## config.mk

```make
export PLATFORM = sky130hd
export DESIGN_NAME = branch_cmp_ctrl
export DESIGN_NICKNAME = d
export VERILOG_FILES = /design/src/rtl/mips_br_pkg.sv /design/src/rtl/br_eq_cmp.sv /design/src/rtl/br_target_adder.sv /design/src/rtl/branch_cmp_ctrl.sv
export SDC_FILE = /design/constraint.sdc
export NUM_CORES = 1
export LEC_CHECK = 0
export CAP_MARGIN = 10
export CORE_ASPECT_RATIO = 1.5
export CORE_MARGIN = 4
export CORE_UTILIZATION = 45
export CTS_CLUSTER_SIZE = 16
export DETAILED_ROUTE_END_ITERATION = 7
export PLACE_DENSITY = 0.74
export SLEW_MARGIN = 10
export SYNTH_ARGS = -nofsm -noshare
export SYNTH_HDL_FRONTEND = slang
export SYNTH_SLANG_ARGS = --single-unit
```

## constraint.sdc

```tcl
create_clock -name clk -period 2.85 [get_ports clk]
set_input_delay 0.285 -clock clk [delete_from_list [all_inputs] [get_ports clk]]
set_output_delay 0.285 -clock clk [all_outputs]
set_load 0.05 [all_outputs]
```

## src/rtl/mips_br_pkg.sv

```systemverilog
// Shared definitions for the ID-stage branch unit: branch opcodes, FSM state
// encoding and the opcode-level resolution rules.
package mips_br_pkg;

  localparam int DATA_W_DEF = 32;

  typedef enum logic [2:0] {
    BR_BEQ  = 3'd0,
    BR_BNE  = 3'd1,
    BR_BLEZ = 3'd2,
    BR_BGTZ = 3'd3,
    BR_BLTZ = 3'd4,
    BR_BGEZ = 3'd5,
    BR_RSV6 = 3'd6,
    BR_RSV7 = 3'd7
  } br_op_e;

  typedef enum logic [1:0] {
    ST_IDLE = 2'd0,
    ST_WAIT = 2'd1,
    ST_EVAL = 2'd2,
    ST_DONE = 2'd3
  } br_state_e;

  // Only the two-register compares consume rt; everything else compares rs against zero.
  function automatic logic br_needs_rt(br_op_e op);
    return (op == BR_BEQ) || (op == BR_BNE);
  endfunction

  function automatic logic br_resolve(br_op_e op, logic eq, logic neg);
    logic taken;
    taken = 1'b0;
    case (op)
      BR_BEQ:  taken = eq;
      BR_BNE:  taken = ~eq;
      BR_BLEZ: taken = neg | eq;
      BR_BGTZ: taken = ~neg & ~eq;
      BR_BLTZ: taken = neg;
      BR_BGEZ: taken = ~neg;
      default: taken = 1'b0;
    endcase
    return taken;
  endfunction

endpackage

```

## src/rtl/br_eq_cmp.sv

```systemverilog
// Bitwise equality comparator: eq_o is high when both operands match in every bit.
module br_eq_cmp #(
  parameter int W = 32
) (
  input  logic [W-1:0] a_i,
  input  logic [W-1:0] b_i,
  output logic         eq_o
);

  logic [W-1:0] bit_eq;

  for (genvar gi = 0; gi < W; gi++) begin : g_bit
    assign bit_eq[gi] = ~(a_i[gi] ^ b_i[gi]);
  end

  assign eq_o = &bit_eq;

endmodule

```

## src/rtl/br_target_adder.sv

```systemverilog
// Branch target: pc + 4 + (sign-extended word offset << 2), wrapping at DATA_W bits.
module br_target_adder #(
  parameter int DATA_W = 32
) (
  input  logic [DATA_W-1:0] pc_i,
  input  logic [15:0]       imm_i,
  output logic [DATA_W-1:0] target_o
);

  logic [DATA_W-1:0] offset;

  assign offset   = {{(DATA_W-18){imm_i[15]}}, imm_i, 2'b00};
  assign target_o = pc_i + DATA_W'(4) + offset;

endmodule

```

## src/rtl/branch_cmp_ctrl.sv

```systemverilog
// ID-stage branch resolution controller: waits for forwarded operands, evaluates the
// branch condition, pulses a PC redirect and keeps branch/taken statistics.
module branch_cmp_ctrl
  import mips_br_pkg::*;
#(
  parameter int DATA_W = DATA_W_DEF,
  parameter int CNT_W  = 16
) (
  input  logic              clk,
  input  logic              reset,
  input  logic              pipe_hold,
  input  logic              br_valid,
  input  logic [2:0]        br_op,
  input  logic              rs_ready,
  input  logic              rt_ready,
  input  logic [DATA_W-1:0] rs_val,
  input  logic [DATA_W-1:0] rt_val,
  input  logic [DATA_W-1:0] pc_id,
  input  logic [15:0]       imm16,
  output logic              stall_id,
  output logic              redirect_vld,
  output logic [DATA_W-1:0] redirect_pc,
  output logic              br_taken,
  output logic [CNT_W-1:0]  br_cnt,
  output logic [CNT_W-1:0]  taken_cnt
);

  localparam logic [DATA_W-1:0] FALLTHRU_STEP = DATA_W'(8);

  br_state_e         state_q, state_d;
  br_op_e            op_q, op_d;
  logic [DATA_W-1:0] a_q, a_d;
  logic [DATA_W-1:0] b_q, b_d;
  logic [DATA_W-1:0] pc_q, pc_d;
  logic [15:0]       imm_q, imm_d;
  logic              taken_q, taken_d;
  logic [DATA_W-1:0] redirect_pc_q, redirect_pc_d;
  logic [CNT_W-1:0]  br_cnt_q, br_cnt_d;
  logic [CNT_W-1:0]  taken_cnt_q, taken_cnt_d;

  br_op_e            op_in;
  logic              eq;
  logic              eval_taken;
  logic [DATA_W-1:0] target;

  assign op_in = br_op_e'(br_op);

  br_eq_cmp #(
    .W (DATA_W)
  ) u_eq_cmp (
    .a_i  (a_q),
    .b_i  (b_q),
    .eq_o (eq)
  );

  br_target_adder #(
    .DATA_W (DATA_W)
  ) u_target (
    .pc_i     (pc_q),
    .imm_i    (imm_q),
    .target_o (target)
  );

  assign eval_taken = br_resolve(op_q, eq, a_q[DATA_W-1]);

  always_ff @(posedge clk) begin
    if (reset) begin
      state_q       <= ST_IDLE;
      op_q          <= BR_BEQ;
      a_q           <= '0;
      b_q           <= '0;
      pc_q          <= '0;
      imm_q         <= '0;
      taken_q       <= 1'b0;
      redirect_pc_q <= '0;
      br_cnt_q      <= '0;
      taken_cnt_q   <= '0;
    end else begin
      state_q       <= state_d;
      op_q          <= op_d;
      a_q           <= a_d;
      b_q           <= b_d;
      pc_q          <= pc_d;
      imm_q         <= imm_d;
      taken_q       <= taken_d;
      redirect_pc_q <= redirect_pc_d;
      br_cnt_q      <= br_cnt_d;
      taken_cnt_q   <= taken_cnt_d;
    end
  end

  always_comb begin
    state_d       = state_q;
    op_d          = op_q;
    a_d           = a_q;
    b_d           = b_q;
    pc_d          = pc_q;
    imm_d         = imm_q;
    taken_d       = taken_q;
    redirect_pc_d = redirect_pc_q;
    br_cnt_d      = br_cnt_q;
    taken_cnt_d   = taken_cnt_q;
    stall_id      = 1'b0;
    redirect_vld  = 1'b0;

    case (state_q)
      ST_IDLE: begin
        if (br_valid) begin
          stall_id = 1'b1;
          if (!pipe_hold) begin
            op_d    = op_in;
            a_d     = rs_val;
            b_d     = br_needs_rt(op_in) ? rt_val : '0;
            pc_d    = pc_id;
            imm_d   = imm16;
            state_d = (rs_ready && (rt_ready || !br_needs_rt(op_in))) ? ST_EVAL : ST_WAIT;
          end
        end
      end

      // Operands are re-sampled each cycle so the value latched is the one present when ready.
      ST_WAIT: begin
        stall_id = 1'b1;
        if (!pipe_hold) begin
          a_d = rs_val;
          b_d = br_needs_rt(op_q) ? rt_val : '0;
          if (rs_ready && (rt_ready || !br_needs_rt(op_q))) begin
            state_d = ST_EVAL;
          end
        end
      end

      ST_EVAL: begin
        stall_id = 1'b1;
        if (!pipe_hold) begin
          taken_d       = eval_taken;
          redirect_pc_d = eval_taken ? target : (pc_q + FALLTHRU_STEP);
          state_d       = ST_DONE;
        end
      end

      // br_valid still reflects the branch just resolved, so it must not start a new one here.
      ST_DONE: begin
        if (!pipe_hold) begin
          redirect_vld = 1'b1;
          br_cnt_d     = br_cnt_q + CNT_W'(1);
          taken_cnt_d  = taken_cnt_q + CNT_W'(taken_q);
          state_d      = ST_IDLE;
        end
      end

      default: state_d = ST_IDLE;
    endcase
  end

  assign redirect_pc = redirect_pc_q;
  assign br_taken    = taken_q;
  assign br_cnt      = br_cnt_q;
  assign taken_cnt   = taken_cnt_q;

endmodule

```

==> results.ini, run 1 <==
[outcome]
status=completed

[power]
clockPowerShare=0.298
p_switching_mw=2.66
seq_power_share=0.384
power_frac_comb=0.318
intPower_mw=5.05
p_leak_nw=5.37
peakVddDrop_v=0.000502
power_density_nw_per_um2=598
switching_share=0.346

[worst_hold_path]
holdPathStages=2
hold_end=pc_q[15]$_SDFFE_PP0P_
worstHoldPathType=primary input to register
hold_start=reset

[detailed_routing]
wl_per_cell_um=16.8
first_pass_iters=7
wirelength_mm=28.3
drc=0
num_vias=9092
drt-vias-per-instance=5.41
antenna_left=0
drt_iter0_markers=483

[setup_path]
start_kind=register
worstPathMaxFanout=4
critPathKind=register to register
cp-end-kind=register
cp.arrival_ns=3.08
reg2reg_setup_slack_ns=0.12
r2r_end=redirect_pc[24]$_SDFFE_PP0P_
worstPathRequired_ns=3.20
reg2reg_depth=11
reg2reg_from=imm_q[15]$_SDFFE_PP0P_

[global_routing]
grtUsageTotal=0.233
grt_pass1_vias=9054
overflow=0
grt_first_pass_wirelength_mm=45.3
grt_start_max_net_pins=147
antenna_found_initial=3

[synth]
synth_edf_count=0
syn_nets=1385
yosys-top-cells-area=dfxtp_1, nand2_1, ha_1, xor2_1, a21oi_1
synth_most_common_cell=nand2_1
synthArstFlopShare=0
synth-warning-count=0
ys_seq_elements=182
synth_common_cells=nand2_1, dfxtp_1, a21oi_1, nor2_1, xor2_1
synth_seq_area_share=0.373
synth_top_area_frac=0.373
synth_area_per_cell_sq_um=8.17
syn_area_sq_um=9770
synth_flop_cell=dfxtp_1
synth_top_area_cell=dfxtp_1
ys_types=68
syn_inst=1196

[die]
die_area_sq_um=24200
fp.dieW_um=128
fp.dieH_um=189
core_region_area_sq_um=21200
ios=188
fp-row-count=65
start_util=0.460

[timing]
hold_ws_ns=0.173
period_share=0.958
max_freq_mhz=366
finClkSkew_ns=0.0100
fin_setup_tns_ns=0
tightest_slew_ns=1.09
report.final.slew_viol_count=0
period_needed_ns=2.73
setup_viol=0
slew_headroom=0.274
final-hold-violation-count=0

[cells_and_area]
fin_area_sq_um=12900
fin_nets=1585
fillers=1900
final_util=0.607
drive_gt1_frac=0.0908
syn_to_final_growth_pct=31.9
final_cells=1680

[placement]
placed_cell_area_sq_um=12300
portBuffers=187
dp_hpwl_mm=21.2
gp_congestion=0.970
dp_cells=1645

[clocking]
cts-root-buf=clkbuf_16
clockBufferDepth=2
clock-sinks=182
ctsHtreeMaxLevel=4
cts_tree=yes
cts_buffers=17
clkLatencyLatePin_ns=0.44
clk_transition_reported_paths_ns=0.07

[job]
max-cap-violations=0

-- cells in the final DEF, fill, tap and decap left out, types with 3 or more instances in the layout --
cell type / count
a211oi_1: 7
a21o_1: 18
a21oi_1: 117
a21oi_2: 3
a22o_1: 3
a22oi_1: 32
and3_1: 11
and4_1: 9
buf_12: 5
buf_4: 61
clkbuf_1: 3
clkbuf_16: 17
clkdlybuf4s50_1: 185
clkinv_2: 3
dfxtp_1: 182
diode_2: 3
ha_1: 67
inv_1: 19
mux2i_1: 25
nand2_1: 228
nand2b_1: 4
nand3_1: 29
nand4_1: 18
nor2_1: 95
nor2_2: 4
nor2b_1: 5
nor3_1: 10
nor3_2: 5
nor3b_1: 4
nor4_1: 10
o211ai_1: 5
o21a_1: 6
o21ai_0: 34
o21bai_1: 4
o31a_1: 4
o31ai_1: 4
or2_2: 5
xnor2_1: 30
xor2_1: 77
-- metrics by stage --
step	worst slack, ns	total power, mW
finish	0.120	7.71
global route	-0.0132	8.11
CTS	0.00333	7.75
detailed placement	-0.115	5.46
global placement	-0.0878	5.41
floorplan	0.00132	4.54
-- metal layers --
layer  up-vias  wire length (um)  global-route usage  share of wire
met2       225             15100               0.428           0.53
met1      4242             10700               0.249           0.38
met3        56              1480              0.0539          0.052
li1       4569                 -                   -              -
met5         -                 0                   0              0
met4         0               994               0.106          0.035
-- cell families (layout without fill, tap and decap cells) --
kind of cell             Yosys count  count (layout)  share of synthesized area
flip-flops                       182             182                      0.373
AO/OA/AOI/OAI                    268             268                      0.170
multiplexers                      26              26                     0.0268
XOR/XNOR                         107             107                     0.0959
buffers and inverters             90             303                     0.0355
other                              0               3                          0
AND/OR/NAND/NOR                  455             455                      0.211
adder cells (fa/ha/maj)           68              68                     0.0878
-- state kept, by name (all words and copies together) (netlist names) --
register / cells
op_q: 3
b_q: 32
pc_q: 32
redirect_pc: 32
state_q: 2
taken_cnt: 16
imm_q: 16
br_taken: 1
a_q: 32
br_cnt: 16
-- power by group through the flow --
stage / clock network (mW) / logic, mW / registers (mW)
after global placement: 0 / 2.40 / 3.01
after global routing: 2.43 / 2.70 / 2.99
after floorplan: 0 / 1.43 / 3.11
after detailed placement: 0 / 2.44 / 3.02
final: 2.30 / 2.45 / 2.96
after CTS: 2.34 / 2.45 / 2.96
-- area by class of cell --
class | instances | area, sq um | area share
Timing Repair Buffer | 252 | 2420 | 0.188
Tap cell | 268 | 335 | 0.0260
Clock buffer | 22 | 464 | 0.0360
Multi-Input combinational cell | 924 | 5850 | 0.454
Inverter | 19 | 71.3 | 0.00553
Antenna cell | 3 | 7.51 | 0.000582
Sequential cell | 182 | 3640 | 0.283
Clock inverter | 10 | 95.1 | 0.00738
-- worst max-delay path: stages (launching register included) --
cell	delay (ns)
dfxtp_1	0.40
ha_1	0.26
ha_1	0.34
a21o_1	0.19
a21o_1	0.17
a21oi_1	0.27
a31oi_2	0.16
buf_4	0.16
o2111ai_1	0.19
o311ai_2	0.17
buf_4	0.16
o221ai_1	0.16
-- worst max path at each step --
| stage | slack [ns] | end | startpoint | depth (start not counted) |
|---|---|---|---|---|
| 2_1_floorplan | 0.001 | redirect_pc[29]$_SDFFE_PP0P_ | pc_q[3]$_SDFFE_PP0P_ | 10 |
| 3_3_place_gp | -0.09 | redirect_pc[24]$_SDFFE_PP0P_ | pc_q[13]$_SDFFE_PP0P_ | 10 |
| 3_5_place_dp | -0.11 | redirect_pc[24]$_SDFFE_PP0P_ | pc_q[13]$_SDFFE_PP0P_ | 10 |
| 4_1_cts | 0.003 | redirect_pc[29]$_SDFFE_PP0P_ | pc_q[3]$_SDFFE_PP0P_ | 10 |
| 5_1_grt | -0.01 | redirect_pc[30]$_SDFFE_PP0P_ | pc_q[9]$_SDFFE_PP0P_ | 10 |
| 6_report | 0.12 | redirect_pc[24]$_SDFFE_PP0P_ | imm_q[15]$_SDFFE_PP0P_ | 11 |
-- what timing repair did --
item	in CTS	in global routing
buffers inserted	0	0
gates resized for setup	2	11
pin swaps	0	1
hold buffers	0	0
endpoints found under the setup margin	2	11
Power figures use the tool's default switching activity.
==> run 2, diff against run 1 <==
--- a/config.mk
+++ b/config.mk
@@ -7,11 +7,10 @@
 export LEC_CHECK = 0
 export CAP_MARGIN = 10
 export CORE_ASPECT_RATIO = 1.5
-export CORE_MARGIN = 4
-export CORE_UTILIZATION = 45
+export CORE_UTILIZATION = 48
 export CTS_CLUSTER_SIZE = 16
 export DETAILED_ROUTE_END_ITERATION = 7
-export PLACE_DENSITY = 0.74
+export PLACE_DENSITY = 0.78
 export SLEW_MARGIN = 10
 export SYNTH_ARGS = -nofsm -noshare
 export SYNTH_HDL_FRONTEND = slang
==> run 2 against run 1 <==
- core utilization grew 4.2 points
- non-clock buffer count is 4 lower
- power is 1.9% higher
- die area fell by 13%
- clock power increased by 7%
- hold slack about the same
- global-route usage rose by 3.5 points
- wire length down 3.0%
- via count increased by 1.2%
- highest routed layer unchanged
==> results.ini, run 2 (synthesis results as in run 1) <==
[outcome]
status=completed  ; unchanged

[power]
p_total_mw=7.86  ; was 7.71 mW
clockPowerShare=0.313  ; was 0.298
intPower_mw=5.22  ; was 5.05 mW
power_density_nw_per_um2=610  ; was 598 nW/um^2
seq_power_share=0.377  ; was 0.384
p_switching_mw=2.64  ; was 2.66 mW
switching_share=0.336  ; was 0.346
p_leak_nw=5.39  ; was 5.37 nW
power_frac_comb=0.309  ; was 0.318
peakVddDrop_v=0.000596  ; was 0.000502 V

[global_routing]
antenna_found_initial=0  ; was 3
grt_first_pass_wirelength_mm=44.4  ; was 45.3 mm
grtUsageTotal=0.268  ; was 0.233
grt-busiest-layer=met2  ; unchanged
grt_pass1_vias=9203  ; was 9054
grt_use_met3=0.0557  ; was 0.0539
overflow=0  ; unchanged
globalRouteMet1Util=0.273  ; was 0.249
grt_start_max_net_pins=147  ; unchanged
met2_usage=0.513  ; was 0.428

[timing]
rsz0062_at_grt=true
report.final.slew_viol_count=0  ; unchanged
finClkSkew_ns=0.0163  ; was 0.0100 ns
max_freq_mhz=371  ; was 366 MHz
final-hold-violation-count=0  ; unchanged
slew_headroom=0.194  ; was 0.274
setup_ws_ns=0.151  ; was 0.120 ns
setup_viol=0  ; unchanged
period_needed_ns=2.70  ; was 2.73 ns
tightest_slew_ns=1.21  ; was 1.09 ns
period_share=0.947  ; was 0.958

[detailed_routing]
first_pass_iters=4  ; was 7
num_vias=9201  ; was 9092
drt_iter0_markers=460  ; was 483
wirelength_mm=27.5  ; was 28.3 mm
drc=0  ; unchanged
antenna_left=0  ; unchanged
drt-vias-per-instance=5.53  ; was 5.41
wl_per_cell_um=16.5  ; was 16.8 um

[cells_and_area]
diodes=0  ; was 3
drive_gt1_frac=0.0904  ; was 0.0908
final_util=0.649  ; was 0.607
syn_to_final_growth_pct=31.9  ; about the same
fin_nets=1581  ; was 1585
final_common_cell=nand2_1  ; unchanged
mostFrequentLayoutCells=nand2_1, clkdlybuf4s50_1, dfxtp_1, a21oi_1, nor2_1  ; unchanged

[job]
max-cap-violations=0  ; unchanged

[worst_hold_path]
worstHoldPathType=primary input to register  ; unchanged

[clocking]
clockBufferDepth=2  ; unchanged
clock-sinks=182  ; unchanged
clk_transition_reported_paths_ns=0.07  ; about the same
cts-root-buf=clkbuf_16  ; unchanged
ctsHtreeMaxLevel=4  ; unchanged
clkLatencyLatePin_ns=0.44  ; about the same
cts_buffers=17  ; unchanged
hold_buffers=0  ; unchanged
cts_tree=yes  ; unchanged

[setup_path]
start_kind=register  ; unchanged
worstPathRequired_ns=3.18  ; was 3.20 ns
cp_slowest_stage_delay_ns=0.41  ; was 0.40 ns
cp_num_buf_inv=1  ; was 2
worstPathMaxFanout=7  ; was 4
critPathKind=register to register  ; unchanged
crit_chain=ha_1 -> ha_1 -> a21oi_1 -> o21ai_0 -> a21oi_2 -> buf_4 -> a21oi_1 -> nor3_1 -> nor3b_1 -> o31ai_1  ; was ha_1 -> ha_1 -> a21o_1 -> a21o_1 -> a21oi_1 -> a31oi_2 -> buf_4 -> o2111ai_1 -> o311ai_2 -> buf_4 -> o221ai_1
critPathTopFamily=compound AO/OA/AOI/OAI gates  ; unchanged
cp-end-kind=register  ; unchanged
cp.arrival_ns=3.03  ; was 3.08 ns
cp_slowest_cell=nor3_1  ; was dfxtp_1

[die]
start_util=0.492  ; was 0.460
die_area_sq_um=20900  ; was 24200 sq um
fp.dieW_um=119  ; was 128 um
core_region_area_sq_um=19900  ; was 21200 sq um
fp.dieH_um=177  ; was 189 um
fp-row-count=63  ; was 65
ios=188  ; unchanged

[placement]
gp_congestion=0.905  ; was 0.970
dp_hpwl_mm=20.4  ; was 21.2 mm
pre_cts_ws_ns=-0.0325  ; was -0.115 ns
portBuffers=187  ; unchanged

-- run 2: changes by cell type in the layout (fill, tap and decap cells not counted), sizes merged --
cell | previous run | this run
buf | 67 | 63
bufinv | 1 | 3
clkinvlp | 2 | 0
diode | 3 | 0
-- run 2: repair_timing --
| action | CTS | global route |
|---|---|---|
| setup endpoints to repair | 2 | 10 |
| resized for setup | 2 | 15 |
| pin swaps | 0 | 2 |
| setup buffers | 0 | 1 |
-- run 2: metrics by stage --
step	instances	setup TNS, ns	hold WS, ns	cell area, sq um
global route	1665	-0.00534	0.162	12900
finish	1665	0	0.173	12900
detailed placement	1632	-0.0525	0.443	12200
floorplan	1196	0	0.421	9770
global placement	1632	0	0.438	12200
CTS	1664	0	0.148	12800
-- run 2: routing by layer --
layer,vias up,part of all wire
met3,74,0.045
met2,236,0.54
met5,-,0
met1,4336,0.38
met4,0,0.041
li1,4555,-
-- run 2: worst paths after layout --
path	from	end	slack (ns)	cells after the start
max	imm_q[11]$_SDFFE_PP0P_	redirect_pc[30]$_SDFFE_PP0P_	0.15	10
min	reset	imm_q[12]$_SDFFE_PP0P_	0.17	2
max reg2reg	imm_q[11]$_SDFFE_PP0P_	redirect_pc[30]$_SDFFE_PP0P_	0.15	10
min reg2reg	redirect_pc[20]$_SDFFE_PP0P_	redirect_pc[20]$_SDFFE_PP0P_	0.45	2
-- run 2: layout make-up --
cell class	instances	area, sq um
Sequential cell	182	3640
Clock buffer	22	464
Tap cell	260	325
Multi-Input combinational cell	924	5870
Clock inverter	10	144
Timing Repair Buffer	248	2380
Fill cell	1729	6970
Inverter	19	71.3
-- run 2: power groups by stage --
stage / logic, mW / registers (mW) / clock network [mW]
detailed placement: 2.41 / 3.02 / 0
global route: 2.67 / 2.99 / 2.61
global placement: 2.37 / 3.01 / 0
CTS: 2.43 / 2.96 / 2.51
finish: 2.43 / 2.97 / 2.46
floorplan: 1.43 / 3.11 / 0
==> run 3, diff against run 2 <==
--- a/config.mk
+++ b/config.mk
@@ -6,8 +6,9 @@
 export NUM_CORES = 1
 export LEC_CHECK = 0
 export CAP_MARGIN = 10
-export CORE_ASPECT_RATIO = 1.5
+export CORE_ASPECT_RATIO = 1.75
 export CORE_UTILIZATION = 48
+export CTS_CLUSTER_DIAMETER = 120
 export CTS_CLUSTER_SIZE = 16
 export DETAILED_ROUTE_END_ITERATION = 7
 export PLACE_DENSITY = 0.78
==> run 3 against run 2 <==
- sequential cell count did not move
- largest cell class unchanged
- critical path type unchanged
- worst setup slack got worse by 0.055 ns
- highest routed layer unchanged
- cell area increased by 0.78%
- maximum frequency shrank 2.0%
==> results.ini, run 3 (synthesis results as in run 1) <==
[outcome]
status=completed  ; unchanged

[cells_and_area]
fillers=1695  ; was 1729
final_common_cell=nand2_1  ; unchanged
final_cells=1659  ; was 1665
multiInputGateArea_sq_um=5910  ; was 5870 sq um
register_area_sq_um=3650  ; was 3640 sq um
diodes=0  ; unchanged
drive_gt1_frac=0.104  ; was 0.0904
syn_to_final_growth_pct=32.9  ; was 31.9%
mostFrequentLayoutCells=nand2_1, clkdlybuf4s50_1, dfxtp_1, a21oi_1, nor2_1  ; unchanged
fin_area_sq_um=13000  ; was 12900 sq um
fin_nets=1590  ; was 1581

[timing]
report.final.slew_viol_count=0  ; unchanged
period_share=0.966  ; was 0.947
finClkSkew_ns=0.0147  ; was 0.0163 ns
hold_ws_ns=0.272  ; was 0.173 ns
max_freq_mhz=363  ; was 371 MHz
setup_viol=0  ; unchanged
fin_setup_tns_ns=0  ; unchanged
tightest_slew_ns=1.07  ; was 1.21 ns
final-hold-violation-count=0  ; unchanged
period_needed_ns=2.75  ; was 2.70 ns
setup_ws_ns=0.0963  ; was 0.151 ns
slew_headroom=0.284  ; was 0.194

[global_routing]
grt_first_pass_wirelength_mm=45.1  ; was 44.4 mm
grt_start_max_net_pins=109  ; was 147
antenna_found_initial=0  ; unchanged
overflow=0  ; unchanged
grtUsageTotal=0.281  ; was 0.268
grt_pass1_vias=9364  ; was 9203

[placement]
gp_congestion=0.945  ; was 0.905
pre_cts_ws_ns=-0.108  ; was -0.0325 ns
placed_cell_area_sq_um=12200  ; about the same
dp_hpwl_mm=21.5  ; was 20.4 mm
dp_cells=1625  ; was 1632
portBuffers=187  ; unchanged

[setup_path]
reg2reg_depth=11  ; was 10
cp-end-kind=register  ; unchanged
cp.arrival_ns=3.08  ; was 3.03 ns
cp_slowest_stage_delay_ns=0.35  ; was 0.41 ns
cp_slowest_cell=dfxtp_2  ; was nor3_1
start_kind=register  ; unchanged
reg2reg_setup_slack_ns=0.1  ; was 0.15 ns
worstPathMaxFanout=13  ; was 7
crit_chain=buf_6 -> ha_1 -> ha_1 -> and4_1 -> nor3b_1 -> a32o_2 -> a21oi_4 -> buf_4 -> a21o_1 -> and3_1 -> a221o_1  ; was ha_1 -> ha_1 -> a21oi_1 -> o21ai_0 -> a21oi_2 -> buf_4 -> a21oi_1 -> nor3_1 -> nor3b_1 -> o31ai_1
critPathKind=register to register  ; unchanged
worstPathRequired_ns=3.18  ; about the same
crit_top_cell=ha_1

[worst_hold_path]
worstHoldPathType=primary input to register  ; unchanged
holdPathStages=2  ; unchanged

[power]
power_density_nw_per_um2=613  ; was 610 nW/um^2
peakVddDrop_v=0.000590  ; was 0.000596 V
p_leak_nw=5.41  ; was 5.39 nW

[detailed_routing]
wl_per_cell_um=17.2  ; was 16.5 um
antenna_left=0  ; unchanged
num_vias=9215  ; was 9201
drc=0  ; unchanged
drt-vias-per-instance=5.55  ; was 5.53
first_pass_iters=4  ; unchanged
wirelength_mm=28.5  ; was 27.5 mm
drt_iter0_markers=306  ; was 460

[die]
die_area_sq_um=21000  ; was 20900 sq um
core_region_area_sq_um=19800  ; was 19900 sq um
fp.dieH_um=191  ; was 177 um
ios=188  ; unchanged
start_util=0.493  ; was 0.492
fp-row-count=68  ; was 63
fp.dieW_um=110  ; was 119 um

[clocking]
clock-sinks=182  ; unchanged
ctsHtreeMaxLevel=4  ; unchanged
cts-root-buf=clkbuf_16  ; unchanged
clk_transition_reported_paths_ns=0.08  ; was 0.07 ns
cts_buffers=17  ; unchanged
cts_tree=yes  ; unchanged
clkLatencyLatePin_ns=0.44  ; about the same
clockBufferDepth=2  ; unchanged

[job]
max-cap-violations=0  ; unchanged

## run 3: timing repair
action	in CTS	in global routing
gates resized for setup	4	26
hold buffers	0	0
endpoints found under the setup margin	3	12
buffers inserted	0	2
pin swaps	1	10
## run 3: worst paths after layout
| kind | from | end |
|---|---|---|
| max | imm_q[15]$_SDFFE_PP0P_ | redirect_pc[25]$_SDFFE_PP0P_ |
| min | reset | br_cnt[8]$_SDFFE_PP0P_ |
| max reg2reg | imm_q[15]$_SDFFE_PP0P_ | redirect_pc[25]$_SDFFE_PP0P_ |
| min reg2reg | redirect_pc[16]$_SDFFE_PP0P_ | redirect_pc[16]$_SDFFE_PP0P_ |
## run 3: per-stage QoR
stage	power, mW	utilization
after global placement	5.41	0.617
after CTS	7.97	0.649
after detailed placement	5.46	0.617
after floorplan	4.54	-
after global routing	8.32	0.655
final	7.96	0.655
## run 3: final cells by class
| cell class | count | share of cell area |
|---|---|---|
| Clock buffer | 19 | 0.0349 |
| Multi-Input combinational cell | 924 | 0.455 |
| Tap cell | 245 | 0.0236 |
| Sequential cell | 182 | 0.281 |
| Timing Repair Buffer | 257 | 0.187 |
| Clock inverter | 13 | 0.0133 |
| Inverter | 19 | 0.00549 |
## run 3: worst max-delay path: cells and delay by family, from the launching register on
family                   cells  cell delay (ns)
AO/OA/AOI/OAI                4             0.71
AND/OR/NAND/NOR              3             0.64
adder cells (fa/ha/maj)      2             0.63
flip-flops                   1             0.35
buffers and inverters        2             0.30
## run 3: power breakdown
part | switching (mW) | internal (mW)
Combinational | 1.46 | 1.03
Clock | 1.08 | 1.44
Sequential | 0.190 | 2.78
## run 3: routing by layer
layer,part of all wire,global-route usage,routed length [um],vias to the layer above
met2,0.55,0.531,15700,249
met3,0.047,0.0608,1350,78
met4,0.048,0.157,1350,0
met1,0.35,0.271,10100,4322
met5,0,0,0,-
li1,-,-,-,4566
